`config.mk`:
```
export PLATFORM = sky130hd
export DESIGN_NAME = operand_feeder_flat
export DESIGN_NICKNAME = d
export VERILOG_FILES = /design/src/rtl/mp_pkg.sv /design/src/rtl/operand_feeder_if.sv /design/src/rtl/operand_fifo.sv /design/src/rtl/operand_feeder.sv /design/src/flat_wrapper.sv
export SDC_FILE = /design/constraint.sdc
export NUM_CORES = 1
export LEC_CHECK = 0
export ABC_AREA = 0
export CELL_PAD_IN_SITES_DETAIL_PLACEMENT = 1
export CELL_PAD_IN_SITES_GLOBAL_PLACEMENT = 1
export CORE_MARGIN = 2
export CORE_UTILIZATION = 31
export CTS_BUF_LIST = sky130_fd_sc_hd__clkbuf_4
export CTS_CLUSTER_DIAMETER = 150
export DETAILED_ROUTE_END_ITERATION = 10
export PLACE_DENSITY = 0.63
export SYNTH_ARGS = -nofsm -noshare
export SYNTH_HDL_FRONTEND = slang
export SYNTH_SLANG_ARGS = --single-unit
export TNS_END_PERCENT = 100
```
`constraint.sdc`:
```
create_clock -name Clock -period 2.7 [get_ports Clock]
set_clock_uncertainty 0.15 [all_clocks]
set_input_delay 0.27 -clock Clock [delete_from_list [all_inputs] [get_ports Clock]]
set_output_delay 0.27 -clock Clock [all_outputs]
set_load 0.05 [all_outputs]
```
`src/rtl/mp_pkg.sv`:
```
// Shared types and constants for the microprocessor operand feeder.
package mp_pkg;

   localparam int unsigned DATA_W = 8;

   // Processor state code meaning "waiting for an operand".
   localparam logic [DATA_W-1:0] INPUT_STATE_DEF = 8'h01;

   typedef enum logic [2:0] {
      StIdle,
      StWaitReady,
      StPulse,
      StWaitAck,
      StDone
   } feeder_state_t;

endpackage

```
`src/rtl/operand_feeder_if.sv`:
```
// Operator-input handshake between the feeder (master) and the processor (slave).
interface operand_feeder_if;
   import mp_pkg::*;

   logic [DATA_W-1:0] data_in;
   logic              Enter;
   logic [DATA_W-1:0] CheckState;
   logic              Halt;

   modport master (
      output data_in,
      output Enter,
      input  CheckState,
      input  Halt
   );

   modport slave (
      input  data_in,
      input  Enter,
      output CheckState,
      output Halt
   );

endinterface

```
`src/rtl/operand_fifo.sv`:
```
// Synchronous operand FIFO; one extra pointer bit separates full from empty.
module operand_fifo #(
   parameter int unsigned DEPTH = 4,
   parameter int unsigned WIDTH = 8
) (
   input  logic                     clk_i,
   input  logic                     rst_i,
   input  logic                     push_i,
   input  logic [WIDTH-1:0]         wdata_i,
   input  logic                     pop_i,
   output logic [WIDTH-1:0]         rdata_o,
   output logic                     full_o,
   output logic                     empty_o,
   output logic [$clog2(DEPTH):0]   level_o
);

   localparam int unsigned AW = $clog2(DEPTH);

   logic [AW:0]      wptr_q, wptr_d;
   logic [AW:0]      rptr_q, rptr_d;
   logic [WIDTH-1:0] mem_q [DEPTH];
   logic [WIDTH-1:0] mem_d [DEPTH];
   logic             push_ok, pop_ok;

   assign empty_o = (wptr_q == rptr_q);
   assign full_o  = (wptr_q[AW] != rptr_q[AW]) && (wptr_q[AW-1:0] == rptr_q[AW-1:0]);
   assign level_o = wptr_q - rptr_q;
   assign rdata_o = mem_q[rptr_q[AW-1:0]];

   assign push_ok = push_i && !full_o;
   assign pop_ok  = pop_i && !empty_o;

   always_comb begin
      wptr_d = wptr_q;
      rptr_d = rptr_q;
      mem_d  = mem_q;
      if (push_ok) begin
         mem_d[wptr_q[AW-1:0]] = wdata_i;
         wptr_d                = wptr_q + 1'b1;
      end
      if (pop_ok) begin
         rptr_d = rptr_q + 1'b1;
      end
   end

   always_ff @(posedge clk_i) begin
      if (rst_i) begin
         wptr_q <= '0;
         rptr_q <= '0;
      end else begin
         wptr_q <= wptr_d;
         rptr_q <= rptr_d;
      end
      mem_q <= mem_d;
   end

endmodule

```
`src/rtl/operand_feeder.sv`:
```
// Feeds buffered operands to the processor with an Enter strobe each time it
// reports the input-wait state, then waits for it to leave that state.
module operand_feeder
   import mp_pkg::*;
#(
   parameter int unsigned       DEPTH        = 4,
   parameter logic [DATA_W-1:0] INPUT_STATE  = INPUT_STATE_DEF,
   parameter int unsigned       ENTER_CYCLES = 1,
   parameter int unsigned       ACK_TIMEOUT  = 64
) (
   input  logic                 Clock,
   input  logic                 Reset,
   input  logic                 testStart,
   input  logic                 load,
   input  logic [DATA_W-1:0]    load_data,
   operand_feeder_if.master     proc_if,
   output logic                 busy,
   output logic                 done,
   output logic                 error,
   output logic                 overflow,
   output logic [7:0]           sent_count
);

   localparam int unsigned LvlW = $clog2(DEPTH) + 1;
   localparam int unsigned TmoW = $clog2(ACK_TIMEOUT + 1);

   feeder_state_t     state_q, state_d;
   logic [DATA_W-1:0] data_q, data_d;
   logic              enter_q, enter_d;
   logic [3:0]        pcnt_q, pcnt_d;
   logic [TmoW-1:0]   tmo_q, tmo_d;
   logic [7:0]        sent_q, sent_d;
   logic              err_q, err_d;
   logic              ovf_q, ovf_d;

   logic              pop, full, empty;
   logic [DATA_W-1:0] head;
   logic [LvlW-1:0]   level;
   logic              accept;

   operand_fifo #(
      .DEPTH (DEPTH),
      .WIDTH (DATA_W)
   ) u_fifo (
      .clk_i   (Clock),
      .rst_i   (Reset),
      .push_i  (load),
      .wdata_i (load_data),
      .pop_i   (pop),
      .rdata_o (head),
      .full_o  (full),
      .empty_o (empty),
      .level_o (level)
   );

   assign accept = (proc_if.CheckState != INPUT_STATE);

   always_comb begin
      state_d = state_q;
      data_d  = data_q;
      pcnt_d  = pcnt_q;
      tmo_d   = tmo_q;
      sent_d  = sent_q;
      err_d   = err_q;
      ovf_d   = ovf_q;
      pop     = 1'b0;

      case (state_q)
         StIdle: begin
            if (testStart) begin
               state_d = empty ? StDone : StWaitReady;
            end
         end
         StWaitReady: begin
            if (proc_if.Halt) begin
               state_d = StDone;
               err_d   = 1'b1;
            end else if (proc_if.CheckState == INPUT_STATE) begin
               data_d  = head;
               pcnt_d  = '0;
               state_d = StPulse;
            end
         end
         StPulse: begin
            if (proc_if.Halt) begin
               state_d = StDone;
               err_d   = 1'b1;
            end else if (pcnt_q == 4'(ENTER_CYCLES - 1)) begin
               tmo_d   = '0;
               state_d = StWaitAck;
            end else begin
               pcnt_d = pcnt_q + 4'd1;
            end
         end
         StWaitAck: begin
            if (proc_if.Halt) begin
               state_d = StDone;
               err_d   = 1'b1;
            end else if (accept) begin
               pop = 1'b1;
               if (sent_q != 8'hFF) begin
                  sent_d = sent_q + 8'd1;
               end
               // A push landing on the pop edge still counts as a remaining entry.
               state_d = ((level > LvlW'(1)) || load) ? StWaitReady : StDone;
            end else if (tmo_q == TmoW'(ACK_TIMEOUT - 1)) begin
               err_d   = 1'b1;
               state_d = StDone;
            end else begin
               tmo_d = tmo_q + 1'b1;
            end
         end
         StDone: begin
            if (testStart) begin
               state_d = StIdle;
               sent_d  = '0;
               err_d   = 1'b0;
               ovf_d   = 1'b0;
            end
         end
         default: state_d = StIdle;
      endcase

      if (load && full) begin
         ovf_d = 1'b1;
      end

      enter_d = (state_d == StPulse);
   end

   always_ff @(posedge Clock) begin
      if (Reset) begin
         state_q <= StIdle;
         data_q  <= '0;
         enter_q <= 1'b0;
         pcnt_q  <= '0;
         tmo_q   <= '0;
         sent_q  <= '0;
         err_q   <= 1'b0;
         ovf_q   <= 1'b0;
      end else begin
         state_q <= state_d;
         data_q  <= data_d;
         enter_q <= enter_d;
         pcnt_q  <= pcnt_d;
         tmo_q   <= tmo_d;
         sent_q  <= sent_d;
         err_q   <= err_d;
         ovf_q   <= ovf_d;
      end
   end

   assign proc_if.data_in = data_q;
   assign proc_if.Enter   = enter_q;
   assign busy            = (state_q != StIdle) && (state_q != StDone);
   assign done            = (state_q == StDone);
   assign error           = err_q;
   assign overflow        = ovf_q;
   assign sent_count      = sent_q;

endmodule

```
`src/flat_wrapper.sv`:
```
// flat-port wrapper written by rule: the top's interface ports become plain ports
module operand_feeder_flat import mp_pkg::*;
#(
   parameter int unsigned       DEPTH        = 4,
   parameter logic [DATA_W-1:0] INPUT_STATE  = INPUT_STATE_DEF,
   parameter int unsigned       ENTER_CYCLES = 1,
   parameter int unsigned       ACK_TIMEOUT  = 64
)
  (Clock, Reset, testStart, load, load_data, busy, done, error, overflow, sent_count, proc_if_data_in, proc_if_Enter, proc_if_CheckState, proc_if_Halt);
  operand_feeder_if proc_if_i ();
  input  logic Clock;
  input  logic Reset;
  input  logic testStart;
  input  logic load;
  input  logic [DATA_W-1:0] load_data;
  output logic busy;
  output logic done;
  output logic error;
  output logic overflow;
  output logic [7:0] sent_count;
  output wire logic [$bits(proc_if_i.data_in)-1:0] proc_if_data_in;
  output wire logic [$bits(proc_if_i.Enter)-1:0] proc_if_Enter;
  input wire logic [$bits(proc_if_i.CheckState)-1:0] proc_if_CheckState;
  input wire logic [$bits(proc_if_i.Halt)-1:0] proc_if_Halt;
  assign proc_if_data_in = proc_if_i.data_in;
  assign proc_if_Enter = proc_if_i.Enter;
  assign proc_if_i.CheckState = proc_if_CheckState;
  assign proc_if_i.Halt = proc_if_Halt;
  operand_feeder #(.DEPTH(DEPTH), .INPUT_STATE(INPUT_STATE), .ENTER_CYCLES(ENTER_CYCLES), .ACK_TIMEOUT(ACK_TIMEOUT)) u_core (.Clock(Clock), .Reset(Reset), .testStart(testStart), .load(load), .load_data(load_data), .proc_if(proc_if_i), .busy(busy), .done(done), .error(error), .overflow(overflow), .sent_count(sent_count));
endmodule
```
==> impl_results.md <==
* Status: complete, no violations
* Initial antenna violation count at 0
* Max VDD drop at 0.000176 V
* Detailed Routing Iterations Pass 1 at 4
* Crit. End Element: register
* CP max stage cell: fa_1
* M1 GR Usage at 0.182
* Crit path kind: reg2reg
* Largest net degree at the start of global routing at 27
* Seq/Total Area, Yosys at 0.531
* Root Driver: clkbuf_4
* Min-Delay Path Class: in2reg
* DIE AREA at 11400 µm²
* Clk sinks at 71
* H-tree depth at 3
* Met3 Usage GRT at 0.0334
* Max-slew violation count at 0
* Synthesized Nets at 313
* Die X-Extent at 107 µm
* Vias per cell at 4.84
* Starting Density at 0.318
* Die height at 107 µm
* Pre-CTS WS at 0.134 ns
* Layout cells sized above 1 at 0.141
* Global Route Usage Sum at 0.142
* Pleak at 1.46 nW
* Hold Worst Slack at 0.310 ns
* Post-Syn Area at 3280 µm²
* Total Neg Setup Slack at 0 ns
* Vias in the first global route at 2355
* Most frequent cells in the layout: nor2_1 (40), clkdlybuf4s50_1 (39), dfxtp_1 (38)
* RSZ-0062 raised after global routing: false
* Fin worst setup slack at 0.218 ns
* Worst skew pair latency at 0.42 ns
* Final hold viol count at 0
* Remaining global-route overflow at 0
* Maximum net fanout on the critical path at 7
* Total of max-cap violations at 0
* Asr flop ratio synth at 0
* Drt total wl at 7.51 mm
* Placer Congestion at 0.769
* # rows at 37
* Core area at 10300 µm²
* Hpwl dp at 5.44 mm
* Synth Register Bits at 71
* Wirelength per Cell at 16.0 µm
* Crit path required time at 2.90 ns
* Via count at 2268
* Commonest non-fill, non-tap cell in the layout: nor2_1
* Remaining DRCs at 0
* Post-layout util at 0.388
* Gr busiest metal: met2
* Number of synthesized flops with an enable pin at 32
* Fin nets at 361
* Syn_area_per_cell at 11.7 µm²
* Largest cells by area after synthesis: edfxtp_1 (29%), dfxtp_1 (24%), mux4_2 (5.5%), nor2_1 (4.6%), ha_1 (4.2%)
* Syn-to-layout area delta at 22.1%
* Relative slew slack at 0.502
* Worst-path cell chain: inv_1, ha_1, fa_1, xor3_1, a211oi_2, a211o_2, o211ai_4, or3_1, a21boi_1
* CP peak stage delay at 0.36 ns
* Main flop type after synthesis: dfxtp_1
* Share of the synthesized area in the top cell type at 0.293
* Tmin final at 2.48 ns
* Synth cell types at 56
* Largest area contributor in the netlist: edfxtp_1
* IO Port Bufs at 41
* PwrDens at 502 nW/µm²
* Post-CTS setup repair buffer count at 0
* CTS tree: built
* Worst-margin pin slew at 0.746 ns
* I/O pin count at 42
* First-pass GRT wire length at 12.2 mm
* Critical Path AT at 2.68 ns
* Clk buf depth at 2
* CP Launch Type: register
* Remaining antenna violation count at 0
* Cells after Synth at 280
* Warnings, synthesis at 0
* TritonCTS buffer count at 9
* Final setup violation count at 0
* Final period utilization at 0.919
* Iter 0 DRT Violations at 47
* Worst-path clk slew at 0.14 ns
* Tot Pwr at 2.01 mW
* Ant. Diodes at 0
* Fmax at 0.403 GHz
* Met2 Track Usage GR at 0.233
## cell usage after synthesis (all sizes together), types with 2 or more instances
| library cell | count |
|---|---|
| xnor2 | 5 |
| nor3b | 5 |
| dfxtp | 39 |
| and2 | 7 |
| o211ai | 2 |
| buf | 3 |
| o21ai | 11 |
| nor2 | 42 |
| ha | 11 |
| edfxtp | 32 |
| nand2 | 12 |
| nand4 | 6 |
| mux2i | 12 |
| nand3b | 3 |
| a21oi | 11 |
| nor2b | 5 |
| inv | 8 |
| nand2b | 6 |
| nand3 | 6 |
| mux4 | 8 |
| a21o | 2 |
| or3 | 4 |
| a21boi | 2 |
| xor2 | 5 |
| clkbuf | 7 |
| a22oi | 3 |
| a211oi | 2 |
## report_power, final
part,internal [mW],switching (mW)
combinational,0.0852,0.106
sequential,1.16,0.0221
clock,0.206,0.436
## cell type report
class                      instances  area [µm²]
sequential                        71        1740
clock inverter                     7        61.3
timing repair buffer              47         460
fill                            1137        6320
tap                              136         170
multi-input combinational        191        1470
clock buffer                       9        67.6
inverter                           8        30.0
## state kept, by name, indices dropped and copies added, names as in the netlist
register and cells:
u_core.state_q 3, u_core.u_fifo.rptr_q 3, u_core.u_fifo.mem_q 32, u_core.u_fifo.wptr_q 3
u_core.overflow 1, u_core.proc_if.data_in 8, u_core.pcnt_q 4, u_core.sent_count 8
u_core.tmo_q 7, u_core.error 1, u_core.proc_if.Enter 1
## worst paths after layout
path,start,cells past startpoint,slack (ns),end
min reg2reg,u_core.tmo_q[1],2,0.34,u_core.tmo_q[1]
min,load_data[3],1,0.31,u_core.u_fifo.mem_q[11]
max reg2reg,u_core.u_fifo.wptr_q[0],9,0.22,u_core.pcnt_q[3]
max,u_core.u_fifo.wptr_q[0],9,0.22,u_core.pcnt_q[3]
## critical path, delay by kind of cell (launching register included)
kind,cells,cell delay [ns]
compound gates,4,0.70
fa+ha+maj,2,0.57
simple gates,1,0.36
flops,1,0.35
xor+xnor,1,0.21
buf+inv,1,0.07
## through the flow
| step | cell area (µm²) | cells |
|---|---|---|
| 6_report | 4010 | 469 |
| 4_1_cts | 4000 | 469 |
| 5_1_grt | 4010 | 469 |
| 3_5_place_dp | 3870 | 453 |
| 3_3_place_gp | 3870 | 453 |
| 2_1_floorplan | 3280 | 280 |
## logic make-up (layout without fill, tap and decap cells)
logic type | after synthesis | in the layout | synth area share
and+or+nand+nor | 106 | 106 | 0.176
DFF | 71 | 71 | 0.531
AOI/OAI and AO/OA | 42 | 42 | 0.0984
muxes | 20 | 20 | 0.0915
buffers and inverters | 18 | 71 | 0.0217
adders and majority gates | 12 | 12 | 0.0480
xor gates and xnor gates | 11 | 11 | 0.0339
## layer usage
| metal | vias to the layer above | wire length, µm |
|---|---|---|
| met5 | - | 0 |
| met4 | 0 | 94 |
| met3 | 8 | 163 |
| met2 | 23 | 3850 |
| met1 | 1127 | 3400 |
| li1 | 1110 | - |
## timing repair
item                                    in CTS  in global routing
hold endpoints to repair                     0                  0
endpoints found under the setup margin       0                  4
resized for setup                            0                  4
hold buffers                                 0                  0
No activity file was read; power rests on OpenSTA's default activity.
